### config.mk
export PLATFORM = sky130hd
export DESIGN_NAME = btn_dir_ctrl
export DESIGN_NICKNAME = d
export VERILOG_FILES = /design/src/rtl/btn_dir_ctrl.sv
export SDC_FILE = /design/constraint.sdc
export NUM_CORES = 1
export LEC_CHECK = 0
export ABC_AREA = 1
export CORE_MARGIN = 2
export CORE_UTILIZATION = 40
export CTS_CLUSTER_SIZE = 40
export DETAILED_ROUTE_END_ITERATION = 6
export GPL_TIMING_DRIVEN = 1
export PLACE_DENSITY = 0.59
export SYNTH_ARGS = -nofsm -noshare
export SYNTH_HDL_FRONTEND = slang
export SYNTH_SLANG_ARGS = --single-unit
### constraint.sdc
create_clock -name clk -period 1.9 [get_ports clk]
set_input_delay 0.475 -clock clk [delete_from_list [all_inputs] [get_ports clk]]
set_output_delay 0.475 -clock clk [all_outputs]
set_load 0.1 [all_outputs]
### src/rtl/btn_dir_ctrl.sv
// Direction-button front end: tick prescaler, 3-sample debounce, press edge detect,
// round-robin arbitration, reversal/no-op filter and a small command FIFO.
// Optional BTN_DIR_DROP_CNT_EN adds a saturating discarded-press counter (drop_cnt).
module btn_dir_ctrl #(
  parameter int unsigned TICK_DIV = 500000,
  parameter int unsigned DEPTH    = 2
) (
  input  logic       clk,
  input  logic       rst,
  input  logic [3:0] btn_raw,
  input  logic [1:0] cur_dir,
  output logic       tick,
  output logic [3:0] btn_level,
  output logic       cmd_valid,
  output logic [1:0] cmd_dir,
`ifdef BTN_DIR_DROP_CNT_EN
  output logic [7:0] drop_cnt,
`endif
  input  logic       cmd_ready
);

  localparam int unsigned CW = (TICK_DIV > 2) ? $clog2(TICK_DIV) : 1;
  localparam int unsigned AW = $clog2(DEPTH);

  logic [CW-1:0] cnt;
  logic [2:0]    sh [4];
  logic [3:0]    lvl_q;
  logic [1:0]    rr_ptr;
  logic [1:0]    mem [DEPTH];
  logic [AW:0]   wptr, rptr;

  logic [3:0]    press;
  logic          found, multi, reject, accept, push, pop, empty, full, discard;
  logic [1:0]    grant_dir, ref_dir, head_n;
  logic [AW:0]   wptr_n, rptr_n;
  logic [AW-1:0] widx, ridx, tail_idx;

  assign press    = btn_level & ~lvl_q;
  assign widx     = wptr[AW-1:0];
  assign ridx     = rptr[AW-1:0];
  assign tail_idx = widx - AW'(1);
  assign empty    = (wptr == rptr);
  assign full     = (wptr[AW] != rptr[AW]) && (widx == ridx);
  assign pop      = cmd_valid & cmd_ready;

  // Round-robin grant, filter against the newest queued heading, FIFO pointer update.
  always_comb begin
    found     = 1'b0;
    grant_dir = 2'd0;
    for (int k = 0; k < 4; k++) begin
      if (!found && press[rr_ptr + 2'(k)]) begin
        found     = 1'b1;
        grant_dir = rr_ptr + 2'(k);
      end
    end
    multi   = (press & (press - 4'd1)) != 4'd0;
    ref_dir = empty ? cur_dir : mem[tail_idx];
    reject  = (grant_dir == ref_dir) || (grant_dir == (ref_dir ^ 2'b01));
    accept  = found & ~reject;
    push    = accept & (~full | pop);
    discard = multi | (found & reject) | (accept & ~push);
    wptr_n  = wptr + (AW+1)'(push);
    rptr_n  = rptr + (AW+1)'(pop);
    head_n  = (push && (widx == rptr_n[AW-1:0])) ? grant_dir : mem[rptr_n[AW-1:0]];
  end

  // Prescaler and tick strobe.
  always_ff @(posedge clk or posedge rst) begin
    if (rst) begin
      cnt  <= '0;
      tick <= 1'b0;
    end else begin
      tick <= (cnt == CW'(TICK_DIV - 1));
      cnt  <= (cnt == CW'(TICK_DIV - 1)) ? '0 : cnt + CW'(1);
    end
  end

  // Debounce in the tick domain plus one-cycle level delay for edge detection.
  always_ff @(posedge clk or posedge rst) begin
    if (rst) begin
      for (int i = 0; i < 4; i++) sh[i] <= 3'b000;
      btn_level <= 4'd0;
      lvl_q     <= 4'd0;
    end else begin
      lvl_q <= btn_level;
      if (tick) begin
        for (int i = 0; i < 4; i++) begin
          sh[i]        <= {sh[i][1:0], btn_raw[i]};
          btn_level[i] <= (sh[i] == 3'b111);
        end
      end
    end
  end

  // Arbitration pointer and command FIFO; head is registered from next-state pointers.
  always_ff @(posedge clk or posedge rst) begin
    if (rst) begin
      rr_ptr    <= 2'd0;
      wptr      <= '0;
      rptr      <= '0;
      cmd_valid <= 1'b0;
      cmd_dir   <= 2'd0;
      for (int i = 0; i < int'(DEPTH); i++) mem[i] <= 2'd0;
    end else begin
      if (found) rr_ptr <= grant_dir + 2'd1;
      if (push) mem[widx] <= grant_dir;
      wptr      <= wptr_n;
      rptr      <= rptr_n;
      cmd_valid <= (wptr_n != rptr_n);
      cmd_dir   <= head_n;
    end
  end

`ifdef BTN_DIR_DROP_CNT_EN
  // One count per cycle with any discarded press, saturating.
  always_ff @(posedge clk or posedge rst) begin
    if (rst) drop_cnt <= 8'd0;
    else if (discard && drop_cnt != 8'hFF) drop_cnt <= drop_cnt + 8'd1;
  end
`endif

endmodule

**After elaboration in Yosys (flattened, before gate mapping)**

Cells that the tools add are included.

- Equality and inequality tests: 12
- Multiplexer cells: 28
- Add/subtract/negate cells: 8
- Bitwise operators: 12
- Order comparisons: 8
- Reductions and logical operators: 10

Operators by type and width:

| operator | number |
|---|---|
| 2-bit 2-to-1 mux | 13 |
| 19-bit by 1-bit adder with 19-bit output (second input constant) | 1 |
| 19-bit == test (second input constant) | 1 |
| 19-bit 2-to-1 mux | 1 |
| 3-bit == test (second input constant) | 4 |
| 2-bit by 3-bit less-than comparator with 1-bit output (second input constant) | 4 |
| 1-bit binary-select mux with 2-bit select | 4 |
| 1-bit 2-to-1 mux | 8 |
| 2-bit == test | 3 |
| 2-bit >= comparator (second input constant) | 3 |
| 1-bit logical AND | 6 |
| 1-bit inverter with 2-bit output | 3 |
| 2-bit by 1-bit adder with 2-bit output | 2 |
| 2-bit by 1-bit adder with 2-bit output (second input constant) | 2 |
| 2-bit adder (second input constant) | 2 |
| 4-bit AND | 1 |
| 4-bit bitwise mux | 1 |
| 4-bit inverter | 1 |
| 1-bit AND | 3 |
| 1-bit logical NOT | 3 |
| 1-bit inverter | 3 |
| 2-bit demux with 1-bit select | 1 |
| 1-bit == test | 2 |
| 2-bit by 1-bit less-than comparator with 1-bit output (second input constant) | 1 |
| 5 further kinds | 5 |

- Register bits: 53
- Output and inout port bits: 8
- Bits of input ports: 9
- Logic and storage cells: 93

**Logic depth before layout (Yosys ltp)**

- Depth after elaboration: 21
- Mapped depth: 16
- Depth with buffers taken out: 15

**Worst setup path after synthesis**

OpenSTA, ideal clock, no wires.

- Path kind: flip-flop to flip-flop
- From: reg btn_level[3]
- To: reg cmd_valid
- Slack: -0.748 ns
- Path buffers: 0
- Data required time: 1.778 ns
- Library setup time: 0.122 ns
- Arrival: 2.526 ns
- Clock period less this slack: 2.648 ns
- Cell stages (with the launch flop): 15
- Cell sequence: dfrtp_1 nand3_1 nand2_2 nand2_2 nand2_2 nor2_1 nor2_1 nand2_2 nand3_2 nand2_2 nor2_2 ha_1 xor2_1 xnor2_1 nand2_1

- Longest elaborated chain between the ends: 20
- Elaborated cells on any way between the ends: 31
- Classes of those cells: add/sub (1); eq/ne (3); mux (16); bitwise (4); reduce/logical (7)

RTL lines:

| item | line | text |
|---|---|---|
| start: declaration | 13 | `output logic [3:0] btn_level,` |
| start signal: indexed assignment | 89 | `btn_level[i] <= (sh[i] == 3'b111);` |
| 4-bit AND * | 38 | `assign press = btn_level & ~lvl_q;` |
| 1-bit binary-select mux with 2-bit select | 51 | `if (!found && press[rr_ptr + 2'(k)]) begin` |
| 1-bit 2-to-1 mux (implied by the code) | 51 |  |
| 1-bit 2-to-1 mux | 51 |  |
| 1-bit logical NOT | 51 |  |
| 1-bit logical AND | 51 |  |
| 1-bit 2-to-1 mux | 51 |  |
| 1-bit logical NOT | 51 |  |
| [... 5 more ...] | n/a |  |
| 2-bit == test | 58 | `reject = (grant_dir == ref_dir) \|\| (grant_dir == (ref_dir ^ 2'b01));` |
| 1-bit logical OR | 58 |  |
| 1-bit inverter | 59 | `accept = found & ~reject;` |
| 1-bit AND * | 59 |  |
| 1-bit AND * | 60 | `push = accept & (~full \| pop);` |
| 2-bit by 1-bit adder with 2-bit output * | 62 | `wptr_n = wptr + (AW+1)'(push);` |
| named net wptr_n[1] | 35 | `logic [AW:0] wptr_n, rptr_n;` |
| 2-bit != test * | 109 | `cmd_valid <= (wptr_n != rptr_n);` |
| end signal: assignment | 109 |  |
| end: declaration | 14 | `output logic cmd_valid,` |

Mark *: on every way through the listed nets, which the timed path passes. The rest lies on a longest branch. The select of a mux whose other input is x is not followed.
A chain may end at the register's enable or synchronous reset.

**Worst setup path after layout**

- From: reg rr_ptr[0]
- To: reg cmd_valid

- Longest elaborated chain between the ends: 19
- Elaborated cells on any way between the ends: 33
- Classes of those cells: add/sub (4); eq/ne (3); mux (16); bitwise (3); reduce/logical (7)

RTL lines:

| item | line | text |
|---|---|---|
| start: declaration | 28 | `logic [1:0] rr_ptr;` |
| start signal: assignment | 105 | `if (found) rr_ptr <= grant_dir + 2'd1;` |
| branches (longest 15 deep; another with 2-bit by 1-bit adder with 2-bit output) | n/a |  |
| 1-bit AND * | 59 |  |
| 1-bit AND * | 60 |  |
| 2-bit by 1-bit adder with 2-bit output * | 62 |  |
| named net wptr_n[1] | 35 |  |
| 2-bit != test * | 109 |  |

Mark *: on every way through the listed nets, which the timed path passes. The select of a mux whose other input is x is not followed.

==> flow_summary.json <==
{
  "status": "finished with violations",
  "violations": "negative setup slack",
  "placed_cells": 408,
  "clock_path_buffers": 2,
  "max_freq_ghz": 0.4669,
  "yosys.cell_types.count": 32,
  "coreArea_sq_mm": 0.006350,
  "rsz0062_at_grt": "yes",
  "clkSinkCount": 53,
  "grt_max_degree": 54,
  "synthFlopType": "dfrtp_1",
  "hold_viol": 0,
  "worst-path-max-fanout": 5,
  "avgSynthCellArea_sq_um": 8.998,
  "antenna_found_initial": 0,
  "portBuffers": 15,
  "crit_path_start_kind": "flop",
  "multiInputGateArea_sq_mm": 0.001284,
  "dp_hpwl_mm": 3.442,
  "max_stage_delay_ps": 460,
  "grt-ovfl-total": 0,
  "critPathArrivalTime_ps": 2340,
  "crit_required_ps": 2100,
  "vias": 2012,
  "die_h_um": 85.19,
  "die_area_sq_mm": 0.007256,
  "finalWeightedCongestion": 0.7765,
  "fp-row-count": 29,
  "setup_ws_ps": -241.7,
  "cts_tree": "done",
  "path_class": "flop to flop",
  "diodes": 0,
  "tightest_slew_ps": 281.4,
  "ios": 17,
  "power.density_mw_per_mm2": 695.0,
  "fin_crit_sh_pct": 112.7,
  "seq_area_sq_mm": 0.001334,
  "vias_per_cell": 4.734,
  "clk_pin_slew_ps": 100,
  "syn2layout_area_growth_pct": 33.08,
  "yosysMostFrequentCell": "dfrtp_1",
  "grt_pass1_wl_mm": 8.901,
  "finClkSkew_ps": 14.72,
  "crit_chain": "buf_6 > nand3_2 > o21ai_4 > nor2_4 > nand4_1 > nand3_2 > nand2_2 > nor2_4 > ha_4 > xor2_2 > xnor2_1 > nand2_1",
  "min_path_type": "flop to flop",
  "ys_warn_count": 0,
  "nets": 360,
  "synth_top_area_cell": "dfrtp_1",
  "clock_latency_ps": 300,
  "drtAntennaViolNets": 0,
  "finalNonFillerCells": 425,
  "max_cap_violations": 0,
  "ir_worst_vdd_v": 0.0008338,
  "synth_edf_count": 0,
  "final_core_util_pct": 55.25,
  "slew_viol_final": 0,
  "synth.area.top_cells": "dfrtp_1, nand2_1, inv_1",
  "yosysTopAreaCellShare_pct": 50.31,
  "cts_buffers": 5,
  "finalSetupViolations": 9,
  "end_kind": "flop",
  "syn-instance-count": 293,
  "grt_pass1_vias": 2050,
  "synthTopCellsByCount": "dfrtp_1, nand2_1, inv_1, nor2_1, nand3_1",
  "wl_per_cell_um": 11.25,
  "critical_path_buf_inv_count": 1,
  "slowest_stage": "dfrtp_2",
  "synth_fp_nets": 306,
  "die_x_um": 85.19,
  "grt_use_total_pct": 15.16,
  "critPathTopFamily": "simple AND/OR/NAND/NOR gates",
  "period_needed_ps": 2142,
  "start_util_pct": 41.52,
  "fillers": 569,
  "netlist_area_sq_mm": 0.002636,
  "cellLeakagePower_nw": 1.609,
  "dr.pass1.iters": 4,
  "drc": 0,
  "async_flop_share_pct": 100.0,
  "cts_max_level": 2,
  "ys_seq_area_share_pct": 50.31,
  "drive_gt1_share_pct": 30.17,
  "wl_mm": 4.783,
  "synth-seq-cells": 53,
  "postCtsHoldBufs": 0,
  "first_iter_violations": 73,
  "maxSlewHeadroom_pct": 81.19,
  "clockRootBuffer": "clkbuf_8"
}
-- layer usage --
| layer | global-route usage (%) | routed length, um |
|---|---|---|
| met1 | 20.31 | 2355 |
| met2 | 24.01 | 2312 |
| met3 | 3.502 | 86 |
| met4 | 5.772 | 29 |
| met5 | 0 | 0 |
-- per-stage QoR --
| step | total power [mW] | worst slack [ps] | setup TNS, ps | cell area, sq um | hold WS, ps |
|---|---|---|---|---|---|
| 6_report | 2.438 | -241.7 | -863.5 | 3508 | 464.3 |
| 2_1_floorplan | 1.537 | -262.1 | -834.8 | 2678 | 432.6 |
| 5_1_grt | 2.581 | -372.4 | -1981 | 3508 | 495.2 |
| 4_1_cts | 2.473 | -208.6 | -686.0 | 3432 | 469.3 |
| 3_3_place_gp | 1.777 | -234.0 | -671.4 | 3196 | 445.6 |
| 3_5_place_dp | 1.784 | -288.7 | -1091 | 3196 | 454.5 |
-- where the power goes --
part	internal, mW	total (mW)	leakage (nW)	switching, mW
Sequential	1.17	1.20	0.673	0.0328
Clock	0.300	0.669	0.0478	0.368
Combinational	0.269	0.568	0.888	0.299
-- path summary, 6_finish.rpt --
kind | startpoint | to | slack, ps | cells past startpoint
min in group asynchronous | rst | cmd_valid | 520 | 3
worst min-delay path | cnt[0] | cnt[0] | 460 | 1
worst min register to register | cnt[0] | cnt[0] | 460 | 1
worst max-delay path | rr_ptr[0] | cmd_valid | -240 | 12
worst max register to register | rr_ptr[0] | cmd_valid | -240 | 12
max in group asynchronous | rst | btn_level[0] | 1130 | 3
-- placed cells by master (no fill, tap or decap), drive strengths merged, types with 6 or more instances in the layout --
master,n
dfrtp,53
nor2,29
nand4,10
buf,46
nand3,23
clkbuf,6
a21oi,10
o21ai,20
xor2,11
xnor2,10
inv,43
nand2,57
clkdlybuf4s50,7
-- flip-flops by register name, summed over array words and instances, names as in the netlist --
name / cells
sh: 12
tick: 1
cmd_valid: 1
btn_level: 4
rptr: 2
lvl_q: 4
mem: 4
cnt: 19
cmd_dir: 2
rr_ptr: 2
wptr: 2
-- worst reg2reg max path, cell delays in order (launching register included) --
cell and delay [ps]:
dfrtp_2 460, buf_6 160, nand3_2 90, o21ai_4 70, nor2_4 110, nand4_1 260
nand3_2 160, nand2_2 80, nor2_4 140, ha_4 160, xor2_2 160, xnor2_1 130
nand2_1 60
-- cell type report --
type                            instances  share of cell area (%)
Multi-Input combinational cell        192                   36.59
Timing Repair Buffer                   53                   15.26
Clock buffer                            6                   2.354
Inverter                               42                   4.565
Clock inverter                          2                  0.4636
Sequential cell                        53                   38.02
Tap cell                               77                   2.746
-- what timing repair did --
item / CTS / global route
buffers inserted: 6 / 3
pin swaps: 14 / 14
gates resized for setup: 20 / 11
endpoints found under the setup margin: 7 / 10
-- cells by family after synthesis --
family | count (synthesis) | synth area share, %
adders and majority gates | 4 | 1.899
muxes | 2 | 0.8542
DFF | 53 | 50.31
xor gates and xnor gates | 21 | 6.977
and+or+nand+nor | 127 | 24.25
buffers and inverters | 48 | 7.451
AOI/OAI and AO/OA | 38 | 8.259
Power figures use the tool's default switching activity.
